File: src/rtl/game_session_if.sv
// Session-control bus between the game FSM / score block (master side) and
// game_session_ctrl (slave side). Carries the game events, the registered
// score read back from the score block, and every controller output.
interface game_session_if;
  logic        start;
  logic        solved;
  logic        give_up;
  logic        pause;
  logic [6:0]  score_in;
  logic [10:0] timer;
  logic        playing_condition;
  logic [2:0]  state;
  logic [6:0]  final_score;
  logic [6:0]  best_score;
  logic        won;
  logic        done_pulse;

  modport master (
    output start, solved, give_up, pause, score_in,
    input  timer, playing_condition, state, final_score, best_score, won, done_pulse
  );

  modport slave (
    input  start, solved, give_up, pause, score_in,
    output timer, playing_condition, state, final_score, best_score, won, done_pulse
  );
endinterface

File: src/rtl/game_session_ctrl.sv
// Sudoku game-session sequencer: owns the elapsed-seconds timer and the
// playing_condition flag for the score datapath, captures the score when a
// game ends and keeps the best winning score since reset.
// Optional feature: define GAME_PAUSE_EN to enable the PAUSED state and the
// pause input; without it pause is ignored and PAUSED is never entered.
module game_session_ctrl #(
  parameter int TICKS_PER_SEC = 50000000,
  parameter int TIME_LIMIT    = 1800
) (
  input logic           clk,
  input logic           rst_n,
  game_session_if.slave bus
);

  localparam int              PW         = $clog2(TICKS_PER_SEC);
  localparam logic [PW-1:0]   PRESC_LAST = PW'(TICKS_PER_SEC - 1);
  localparam logic [10:0]     LIMIT      = 11'(TIME_LIMIT);
  localparam logic [10:0]     TIMER_MAX  = 11'h7FF;

  typedef enum logic [2:0] {
    ST_IDLE    = 3'd0,
    ST_PLAYING = 3'd1,
    ST_PAUSED  = 3'd2,
    ST_CAPTURE = 3'd3,
    ST_DONE    = 3'd4
  } state_e;

  state_e        state_q, state_d;
  logic [10:0]   timer_q, timer_d;
  logic [PW-1:0] presc_q, presc_d;
  logic          cap_won_q, cap_won_d;  // result decided on entry to CAPTURE
  logic [6:0]    final_q, final_d;
  logic [6:0]    best_q, best_d;
  logic          won_q, won_d;
  logic          done_q, done_d;
  logic          pc_q, pc_d;

`ifndef GAME_PAUSE_EN
  // pause is part of the bus but has no effect in this build.
  logic unused_pause;
  assign unused_pause = bus.pause;
`endif

  // Next-state, timer/prescaler and result-capture logic.
  // NOTE: every signal gets its hold value first so no path leaves one
  // unassigned; an unassigned path would infer a latch.
  always_comb begin
    state_d   = state_q;
    timer_d   = timer_q;
    presc_d   = presc_q;
    cap_won_d = cap_won_q;
    final_d   = final_q;
    best_d    = best_q;
    won_d     = won_q;
    done_d    = 1'b0;

    case (state_q)
      ST_IDLE, ST_DONE: begin
        if (bus.start) begin
          state_d = ST_PLAYING;
          timer_d = '0;
          presc_d = '0;
          won_d   = 1'b0;
        end
      end

      ST_PLAYING: begin
        // Any exit from PLAYING suppresses that edge's tick.
        if (bus.give_up) begin
          state_d   = ST_CAPTURE;
          cap_won_d = 1'b0;
        end else if (bus.solved) begin
          state_d   = ST_CAPTURE;
          cap_won_d = 1'b1;
        end else if (timer_q >= LIMIT) begin
          state_d   = ST_CAPTURE;
          cap_won_d = 1'b0;
`ifdef GAME_PAUSE_EN
        end else if (bus.pause) begin
          state_d = ST_PAUSED;
`endif
        end else if (presc_q == PRESC_LAST) begin
          presc_d = '0;
          if (timer_q != TIMER_MAX) timer_d = timer_q + 11'd1;
        end else begin
          presc_d = presc_q + 1'b1;
        end
      end

`ifdef GAME_PAUSE_EN
      ST_PAUSED: begin
        // Timer and prescaler hold; give_up beats a simultaneous pause.
        if (bus.give_up) begin
          state_d   = ST_CAPTURE;
          cap_won_d = 1'b0;
        end else if (bus.pause) begin
          state_d = ST_PLAYING;
        end
      end
`endif

      ST_CAPTURE: begin
        // The score block sampled the frozen timer on the previous edge,
        // so score_in is settled here.
        state_d = ST_DONE;
        done_d  = 1'b1;
        won_d   = cap_won_q;
        final_d = cap_won_q ? bus.score_in : 7'd0;
        if (cap_won_q && (bus.score_in > best_q)) best_d = bus.score_in;
      end

      default: state_d = ST_IDLE;
    endcase

    pc_d = (state_d == ST_PLAYING) || (state_d == ST_PAUSED) ||
           (state_d == ST_CAPTURE);
  end

  // State and output registers; reset discards any game in progress.
  // NOTE: sequential state uses non-blocking assignments so every register
  // samples the pre-edge values regardless of statement order.
  always_ff @(posedge clk or negedge rst_n) begin
    if (!rst_n) begin
      state_q   <= ST_IDLE;
      timer_q   <= '0;
      presc_q   <= '0;
      cap_won_q <= 1'b0;
      final_q   <= '0;
      best_q    <= '0;
      won_q     <= 1'b0;
      done_q    <= 1'b0;
      pc_q      <= 1'b0;
    end else begin
      state_q   <= state_d;
      timer_q   <= timer_d;
      presc_q   <= presc_d;
      cap_won_q <= cap_won_d;
      final_q   <= final_d;
      best_q    <= best_d;
      won_q     <= won_d;
      done_q    <= done_d;
      pc_q      <= pc_d;
    end
  end

  assign bus.state             = state_q;
  assign bus.timer             = timer_q;
  assign bus.playing_condition = pc_q;
  assign bus.final_score       = final_q;
  assign bus.best_score        = best_q;
  assign bus.won               = won_q;
  assign bus.done_pulse        = done_q;

endmodule

File: src/flat_wrapper.sv
// flat-port wrapper written by rule: the top's interface ports become plain ports
module game_session_ctrl_flat 
#(
  parameter int TICKS_PER_SEC = 50000000,
  parameter int TIME_LIMIT    = 1800
)
  (clk, rst_n, bus_start, bus_solved, bus_give_up, bus_pause, bus_score_in, bus_timer, bus_playing_condition, bus_state, bus_final_score, bus_best_score, bus_won, bus_done_pulse);
  game_session_if bus_i ();
  input logic clk;
  input logic rst_n;
  input wire logic [$bits(bus_i.start)-1:0] bus_start;
  input wire logic [$bits(bus_i.solved)-1:0] bus_solved;
  input wire logic [$bits(bus_i.give_up)-1:0] bus_give_up;
  input wire logic [$bits(bus_i.pause)-1:0] bus_pause;
  input wire logic [$bits(bus_i.score_in)-1:0] bus_score_in;
  output wire logic [$bits(bus_i.timer)-1:0] bus_timer;
  output wire logic [$bits(bus_i.playing_condition)-1:0] bus_playing_condition;
  output wire logic [$bits(bus_i.state)-1:0] bus_state;
  output wire logic [$bits(bus_i.final_score)-1:0] bus_final_score;
  output wire logic [$bits(bus_i.best_score)-1:0] bus_best_score;
  output wire logic [$bits(bus_i.won)-1:0] bus_won;
  output wire logic [$bits(bus_i.done_pulse)-1:0] bus_done_pulse;
  assign bus_i.start = bus_start;
  assign bus_i.solved = bus_solved;
  assign bus_i.give_up = bus_give_up;
  assign bus_i.pause = bus_pause;
  assign bus_i.score_in = bus_score_in;
  assign bus_timer = bus_i.timer;
  assign bus_playing_condition = bus_i.playing_condition;
  assign bus_state = bus_i.state;
  assign bus_final_score = bus_i.final_score;
  assign bus_best_score = bus_i.best_score;
  assign bus_won = bus_i.won;
  assign bus_done_pulse = bus_i.done_pulse;
  game_session_ctrl #(.TICKS_PER_SEC(TICKS_PER_SEC), .TIME_LIMIT(TIME_LIMIT)) u_core (.clk(clk), .rst_n(rst_n), .bus(bus_i));
endmodule
File: config.mk
export PLATFORM = sky130hd
export DESIGN_NAME = game_session_ctrl_flat
export DESIGN_NICKNAME = d
export VERILOG_FILES = /design/src/rtl/game_session_if.sv /design/src/rtl/game_session_ctrl.sv /design/src/flat_wrapper.sv
export SDC_FILE = /design/constraint.sdc
export NUM_CORES = 1
export LEC_CHECK = 0
export BUFFER_PORTS_ARGS = -buffer_cell sky130_fd_sc_hd__buf_2
export CELL_PAD_IN_SITES_DETAIL_PLACEMENT = 1
export CELL_PAD_IN_SITES_GLOBAL_PLACEMENT = 2
export CORE_ASPECT_RATIO = 1.1
export CORE_MARGIN = 1
export CORE_UTILIZATION = 38
export CTS_BUF_LIST = sky130_fd_sc_hd__clkbuf_16
export DETAILED_ROUTE_END_ITERATION = 8
export PLACE_DENSITY = 0.95
export SLEW_MARGIN = 20
export SYNTH_ARGS = -nofsm -noshare
export SYNTH_HDL_FRONTEND = slang
export SYNTH_SLANG_ARGS = --single-unit
File: constraint.sdc
create_clock -name clk -period 6.19 [get_ports clk]
set_input_delay 1.238 -clock clk [delete_from_list [all_inputs] [get_ports clk]]
set_output_delay 1.238 -clock clk [all_outputs]
set_load 0.1 [all_outputs]
Word level (Yosys, flattened, before mapping)
Index checks and enable logic that the tools add are counted.

word-level totals
  register bits = 58
  latch bits = 0
  memory bits (writable) = 0
  memory bits (read-only) = 0
  input port bits = 13
  output and inout port bits = 31
  logic and storage cells = 65
  memories = 0

operators by class
  add/sub/neg operators = 2
  multiply operators = 0
  divide/modulo/power cells = 0
  order comparisons = 2
  equal/unequal tests = 14
  shift-type cells = 0
  muxes and demuxes = 25
  bitwise gates (word level) = 0
  reductions and logical operators = 13

operator list
  cell                                                                      number
  26-bit two-way mux                                                        5
  11-bit two-way mux                                                        6
  26-bit one-hot mux with 2 select lines                                    1
  26-bit by 1-bit adder with 26-bit output (second input constant)          1
  26-bit equality test (second input constant)                              1
  11-bit one-hot mux with 2 select lines                                    1
  3-bit two-way mux                                                         4
  11-bit by 1-bit adder with 11-bit output (second input constant)          1
  11-bit >= comparator (second input constant)                              1
  11-bit inequality test (second input constant)                            1
  3-bit by 2-bit equality test with 1-bit output (second input constant)    3
  3-bit one-hot mux with 3 select lines                                     1
  2-bit inequality test (second input constant)                             4
  7-bit > comparator                                                        1
  7-bit two-way mux                                                         1
  7-bit AND reduction                                                       1
  3-bit by 1-bit equality test with 1-bit output (second input constant)    2
  2-bit AND reduction                                                       3
  1-bit two-way mux                                                         5
  5-bit AND reduction                                                       1
  2-bit by 1-bit inequality test with 1-bit output (second input constant)  2
  2-bit nonzero test                                                        2
  3-bit equality test (second input constant)                               1
  3-bit logical NOT                                                         1
  other kinds (5)                                                           6

Logic depth before layout (Yosys ltp)
Gate-level depths: netlist of run 1.

  depth after elaboration = 8
  depth in mapped cells = 8
  depth with buffers taken out = 7

Worst setup path before layout of run 1
Ideal clock, no wire load.

  path kind = input port to flip-flop
  from = input bus_give_up
  to = register u_core.timer_q[7] (netlist: u_core.bus.timer[7])
  library setup time = 0.120 ns
  arrival time = 2.900 ns
  setup slack = 3.170 ns
  cell stages on the path = 7
  path through = or4b_1 > a21oi_1 > clkbuf_1 > and2_1 > buf_2 > a31oi_1 > a31o_2

on the way
  cells in the longest elaborated chain, start to end = 2

RTL lines
  what                                    line                      source
  start: declaration                      flat_wrapper.sv:13        input wire logic [$bits(bus_i.give_up)-1:0] bus_give_up;
  2-bit inequality test (no source line)  -
  7-bit AND reduction (no source line)    -
  end signal: assignment                  game_session_ctrl.sv:135  timer_q <= timer_d;
  end: declaration                        game_session_ctrl.sv:29   logic [10:0] timer_q, timer_d;

Every way passes these cells.
A chain may end at the register's enable or synchronous reset.

Worst setup path after layout of run 1
  from = input bus_give_up
  to = register u_core.presc_q[11]

on the way
  cells in the longest elaborated chain, start to end = 2

RTL lines
  what                                    line                      source
  2-bit inequality test (no source line)  -
  5-bit AND reduction (no source line)    -
  end signal: assignment                  game_session_ctrl.sv:136  presc_q <= presc_d;
  end: declaration                        game_session_ctrl.sv:30   logic [PW-1:0] presc_q, presc_d;

Every way passes these cells.

==> flow_summary.toml, run 1 <==
[placed_design]
dp_cells = 473
post-place-ws_ps = 2630
port_buffers = 42
place.gp.congestion = 0.7850
post-dp-hpwl_mm = 5.453

[detailed_routing]
routed_wl_mm = 8.364
routed_via_density = 5.691
wl_per_cell_microns = 17.10
firstDrtPassIters = 4
ant_nets = 0
drc = 0
vias = 2783
drt_iter0_drc = 94

[floorplanning]
die_height_microns = 96.41
ioPinCount = 44
die_area_sq_mm = 0.008468
core_sq_mm = 0.007870
start_util = 0.3913
rows = 34
fp.dieW_microns = 87.83

[sta]
worst_pin_slew_ps = 926.4
fin_skew_ps = 8.954
rsz0062_at_grt = "no"
finalCritPeriodShare = 0.5269
hold-worst-slack_ps = 460.7
hold_viol = 0
setup_tns_ps = 0
slew_viol_final = 0
slew_headroom = 0.3811
fmax_mhz = 306.6
final.setup.worst_slack_ps = 2928
setup_viol = 0
finalCriticalPeriod_ps = 3262

[layout]
final_common_cell = "dfrtp_1"
fin_util = 0.4763
final_cell_mix = "dfrtp_1 (58), buf_2 (42), nand2_1 (36)"
nets = 399
diodes = 0
final_cells = 489
syn_to_final_growth_pct = 21.74
drive_above_1_share = 0.2073

[worst_setup_path]
crit_required_ps = 6390
cp_cell_sequence = "buf_2 -> or4b_1 -> a21oi_1 -> buf_4 -> nand2_1 -> nor2_2 -> buf_4 -> nor2_1"
endpoint_kind = "register"
worstPathMaxFanout = 18
crit_top_cell = "buf_4"
max_stage_delay_ps = 520
cp-start-kind = "primary input"
crit_slowest_cell = "or4b_1"
setup.worst_path.class = "in -> reg"
arrival_ps = 3470

[power]
powerDensity_mw_per_mm2 = 536.9
ir_worst_vdd_v = 0.0001558
power.leakage_nw = 1.725

[clocking]
clock_latency_ps = 330
cts_root_buffer = "clkbuf_16"
clk_pin_slew_ps = 50
tritoncts = "built"
cts_sinks = 58
cts_buffers = 9
clockBufferDepth = 2
post-cts-setup-buffers = 0
hold_buffers = 0
h-tree-depth = 3
cts_resized = 0

[global_routing]
grt_first_pass_wirelength_mm = 13.46
grt_pass1_vias = 2699
grt_max_degree = 59
grt.overflow.total = 0
track_usage = 0.2091
grt_antenna_before_repair = 0

[job]
cap_violations = 0

[yosys]
synthCells = 334
syn_nets = 357
yosysSeqAreaShare = 0.4714
synth_seq_cells = 58
syn_avg_cell_area_sq_um = 9.219
yosysWarnings = 0
ys_types = 42
syn_area_sq_mm = 0.003079

[worst_hold_path]
hold_class = "reg -> reg"

[run_status]
outcome = "finished, final reports clean"
-- registers in the layout (all words and copies together) (netlist names) --
register                      cells
u_core.cap_won_q                  1
u_core.bus.best_score             7
u_core.bus.timer                 11
u_core.presc_q                   26
u_core.bus.won                    1
u_core.bus.playing_condition      1
u_core.bus.final_score            7
u_core.bus.state                  3
u_core.bus.done_pulse             1
-- power breakdown --
group	internal (mW)	leakage (nW)	total (mW)	switching, mW
Combinational	0.159	0.768	0.885	0.726
Sequential	0.453	0.778	0.520	0.0670
Clock	0.430	0.178	0.608	0.177
Total	1.04	1.72	2.01	0.971
-- worst paths after layout --
kind / start / to / slack (ps) / depth (start not counted)
worst max-delay path: bus_give_up / u_core.presc_q[11] / 2930 / 8
worst min-delay path: u_core.bus.final_score[1] / u_core.bus.final_score[1] / 460 / 2
worst max register to register: u_core.presc_q[11] / u_core.presc_q[11] / 3280 / 6
worst min register to register: u_core.bus.final_score[1] / u_core.bus.final_score[1] / 460 / 2
max in group asynchronous: rst_n / u_core.bus.timer[4] / 4610 / 2
min in group asynchronous: rst_n / u_core.bus.best_score[5] / 1060 / 2
-- metal layers --
layer  vias up  wire length [microns]  global-route usage
li1       1295                      -                   -
met1      1415                   3705              0.2563
met2        57                   4242              0.3605
met3        16                    219             0.03144
met4         0                    196             0.09836
met5         -                      0                   0
-- worst max-delay path: cells and delay by family --
family,cells,cell delay (ps)
AOI/OAI and AO/OA,1,160
and+or+nand+nor,4,1390
buffers and inverters,3,650
-- cell type report --
class | instances | area, sq um
well taps | 108 | 135.1
flip-flops and latches | 58 | 1451
multi-input cells | 238 | 1478
inverters | 23 | 86.33
clock inverters | 7 | 132.6
clock buffers | 9 | 225.2
fillers | 925 | 4121
repair buffers | 46 | 240.2
-- synthesized netlist by cell type, drive strengths merged --
library cell	n	area (sq um)
and3b	1	8.760
nor3b	1	7.510
xnor2	3	26.28
a21oi	22	110.1
xor2	6	52.55
a41o	1	10.01
or2	1	6.260
and2	4	25.02
ha	10	125.1
or4b	2	20.02
nor2	23	88.84
nor4	2	12.51
clkbuf	9	33.78
a32o	2	20.02
a31o	8	70.07
buf	6	30.03
a311oi	1	8.760
nand2b	3	18.77
and4	2	17.52
and3	5	31.28
nor3	3	15.01
mux2	8	90.09
nand3	24	120.1
o21a	1	7.510
nand2	36	135.1
a21o	1	7.510
or3	4	25.02
a31oi	4	25.02
o311ai	1	8.760
nor2b	3	18.77
o31ai	8	60.06
nand4	14	87.58
a22oi	1	7.510
o21ai	15	75.07
or4	14	105.1
dfrtp	58	1451
o211ai	1	7.510
inv	22	82.58
clkinv	1	3.750
nand3b	3	22.52
-- per-stage QoR --
| stage | power [mW] | cell area [sq um] |
|---|---|---|
| 2_1_floorplan | 1.230 | 3079 |
| 3_3_place_gp | 1.387 | 3391 |
| 3_5_place_dp | 1.407 | 3391 |
| 4_1_cts | 2.027 | 3749 |
| 5_1_grt | 2.108 | 3749 |
| 6_report | 2.013 | 3749 |
-- logic make-up after synthesis --
logic type	count (synthesis)	share of synthesized area
XOR/XNOR	9	0.02560
AO/OA/AOI/OAI	66	0.1357
adder cells (fa/ha/maj)	10	0.04063
multiplexers	8	0.02926
buffers and inverters	38	0.04876
flip-flops	58	0.4714
AND/OR/NAND/NOR	145	0.2487
No activity file was read; power rests on OpenSTA's default activity.
==> run 2, diff against run 1 <==
Settings changed: ABC_AREA set to 1, CORE_UTILIZATION 38 to 34, PLACE_DENSITY 0.95 to 0.91.
Clock period 6.19 ns to 3.3 ns, I/O delays scaled along.
==> flow_summary.toml, run 2 <==
[run_status]
outcome = "finished, final reports clean"

[worst_setup_path]
crit_buf_inv = 2
rr_startpoint = "u_core.presc_q[1]"
arrival_ps = 2220
cp_cell_sequence = "ha_1 -> inv_2 -> nor2_4 -> nand2_2 -> nor2_2 -> nand2_2 -> nand2_4 -> nand2_4 -> inv_2 -> nor2_1"
crit_slowest_cell = "dfrtp_1"
endpoint_kind = "register"
cp_top_family = "simple AND/OR/NAND/NOR gates"
max_stage_delay_ps = 390
reg2reg_to = "u_core.presc_q[8]"
reg2regPathDepth = 10
path_depth = 10
ff2ff_setup_slack_ps = 1290
setup.worst_path.class = "reg -> reg"
crit_required_ps = 3510
cp-start-kind = "register"
worstPathMaxFanout = 16

[clocking]
hold_buffers = 0
cts_sinks = 58
h-tree-depth = 3
tritoncts = "built"
post-cts-setup-buffers = 0
clock_latency_ps = 330
cts_buffers = 9
cts_resized = 0
cts_root_buffer = "clkbuf_16"
clk_pin_slew_ps = 60
clockBufferDepth = 2

[power]
ir_worst_vdd_v = 0.0007781
powerDensity_mw_per_mm2 = 895.9
p_total_mw = 3.798
power.leakage_nw = 2.001

[floorplanning]
start_util = 0.3472
ioPinCount = 44
rows = 39
die_height_microns = 109.8
core_sq_mm = 0.01034
fp.dieW_microns = 100.0
die_area_sq_mm = 0.01098

[placed_design]
port_buffers = 42
post-dp-hpwl_mm = 7.203
place.gp.congestion = 0.7819

[detailed_routing]
routed_via_density = 4.941
vias = 3325
ant_nets = 0
firstDrtPassIters = 4
drc = 0
drt_iter0_drc = 91
routed_wl_mm = 9.778
wl_per_cell_microns = 14.53

[sta]
slew_viol_final = 0
slew_headroom = 0.4449
finalCritPeriodShare = 0.6078
rsz0062_at_grt = "no"
worst_pin_slew_ps = 832.7
setup_viol = 0
hold_viol = 0
fin_skew_ps = 5.875
fmax_mhz = 498.6
finalCriticalPeriod_ps = 2006
setup_tns_ps = 0

[yosys]
syn_nets = 500
synthFlopType = "dfrtp_1"
syn_avg_cell_area_sq_um = 7.531
synth_seq_cells = 58
synth_most_common_cell = "nand2_1"
synth_area_leaders = "dfrtp_1 (40%), nand2_1 (13%), nor2_1 (7.2%)"
synthCells = 477
yosysSeqAreaShare = 0.4040
ys_types = 37
syn_area_sq_mm = 0.003592
synth_edf_count = 0
yosysWarnings = 0
synthArstFlopShare = 1.000
yosys.area.top_type = "dfrtp_1"
yosysTopAreaCellShare = 0.4040
ys_top_cells_by_count = "nand2_1 (123), nor2_1 (69), dfrtp_1 (58)"

[layout]
final_common_cell = "nand2_1"
largest-register = "u_core.presc_q"
fillers = 1351
syn_to_final_growth_pct = 18.01
nets = 548
final_cell_mix = "nand2_1 (123), nor2_1 (69), dfrtp_1 (58)"
largest_reg_flops = 26
diodes = 0
drive_above_1_share = 0.1906

[worst_hold_path]
hold_class = "in -> async"

[global_routing]
track_usage = 0.1986
grt_antenna_before_repair = 0
grt_max_degree = 36
grt.overflow.total = 0
grt_first_pass_wirelength_mm = 16.97
grt_pass1_vias = 3555

[job]
cap_violations = 0
[run 2: per-stage QoR]
step	std cells	hold slack, ps	utilization	worst slack, ps	cell area (sq um)
finish	673	429.9	0.4098	1294	4239
CTS	673	452.7	0.4098	1263	4239
floorplan	477	364.4	-	1107	3592
global placement	657	458.2	0.3812	1313	3944
global route	673	491.5	0.4098	1087	4239
detailed placement	657	471.6	0.3812	1268	3944
[run 2: power by group]
part / internal (mW) / switching [mW]
clock network: 0.582 / 0.350
logic: 0.333 / 1.59
registers: 0.842 / 0.0973
total: 1.76 / 2.04
[run 2: routing by layer]
| metal | routed length [microns] | GRT usage |
|---|---|---|
| met1 | 4432 | 0.2458 |
| met2 | 4855 | 0.3424 |
| met5 | 0 | 0 |
| met4 | 259 | 0.08385 |
| met3 | 231 | 0.03433 |
[run 2: cell families after synthesis]
logic type	count (synthesis)	synth area share
simple gates	284	0.3609
xor+xnor	11	0.02682
flops	58	0.4040
fa+ha+maj	10	0.03483
buf+inv	65	0.07907
compound gates	49	0.09439
[run 2: worst max path at each step]
stage                                  start                       end  slack [ps]
floorplan           u_core.bus.best_score[4]  u_core.bus.best_score[3]        1110
global placement           u_core.presc_q[1]         u_core.presc_q[8]        1310
detailed placement           bus_score_in[4]  u_core.bus.best_score[4]        1270
CTS                        u_core.presc_q[1]        u_core.presc_q[17]        1260
global route               u_core.presc_q[1]        u_core.presc_q[17]        1090
finish                     u_core.presc_q[1]         u_core.presc_q[8]        1290
[run 2: cell type report]
type / count / area, sq um / share of cell area
Inverter: 55 / 209.0 / 0.04929
Sequential cell: 58 / 1451 / 0.3424
Timing Repair Buffer: 47 / 247.7 / 0.05844
Multi-Input combinational cell: 354 / 1857 / 0.4380
Tap cell: 143 / 178.9 / 0.04221
Clock inverter: 7 / 70.07 / 0.01653
Clock buffer: 9 / 225.2 / 0.05313
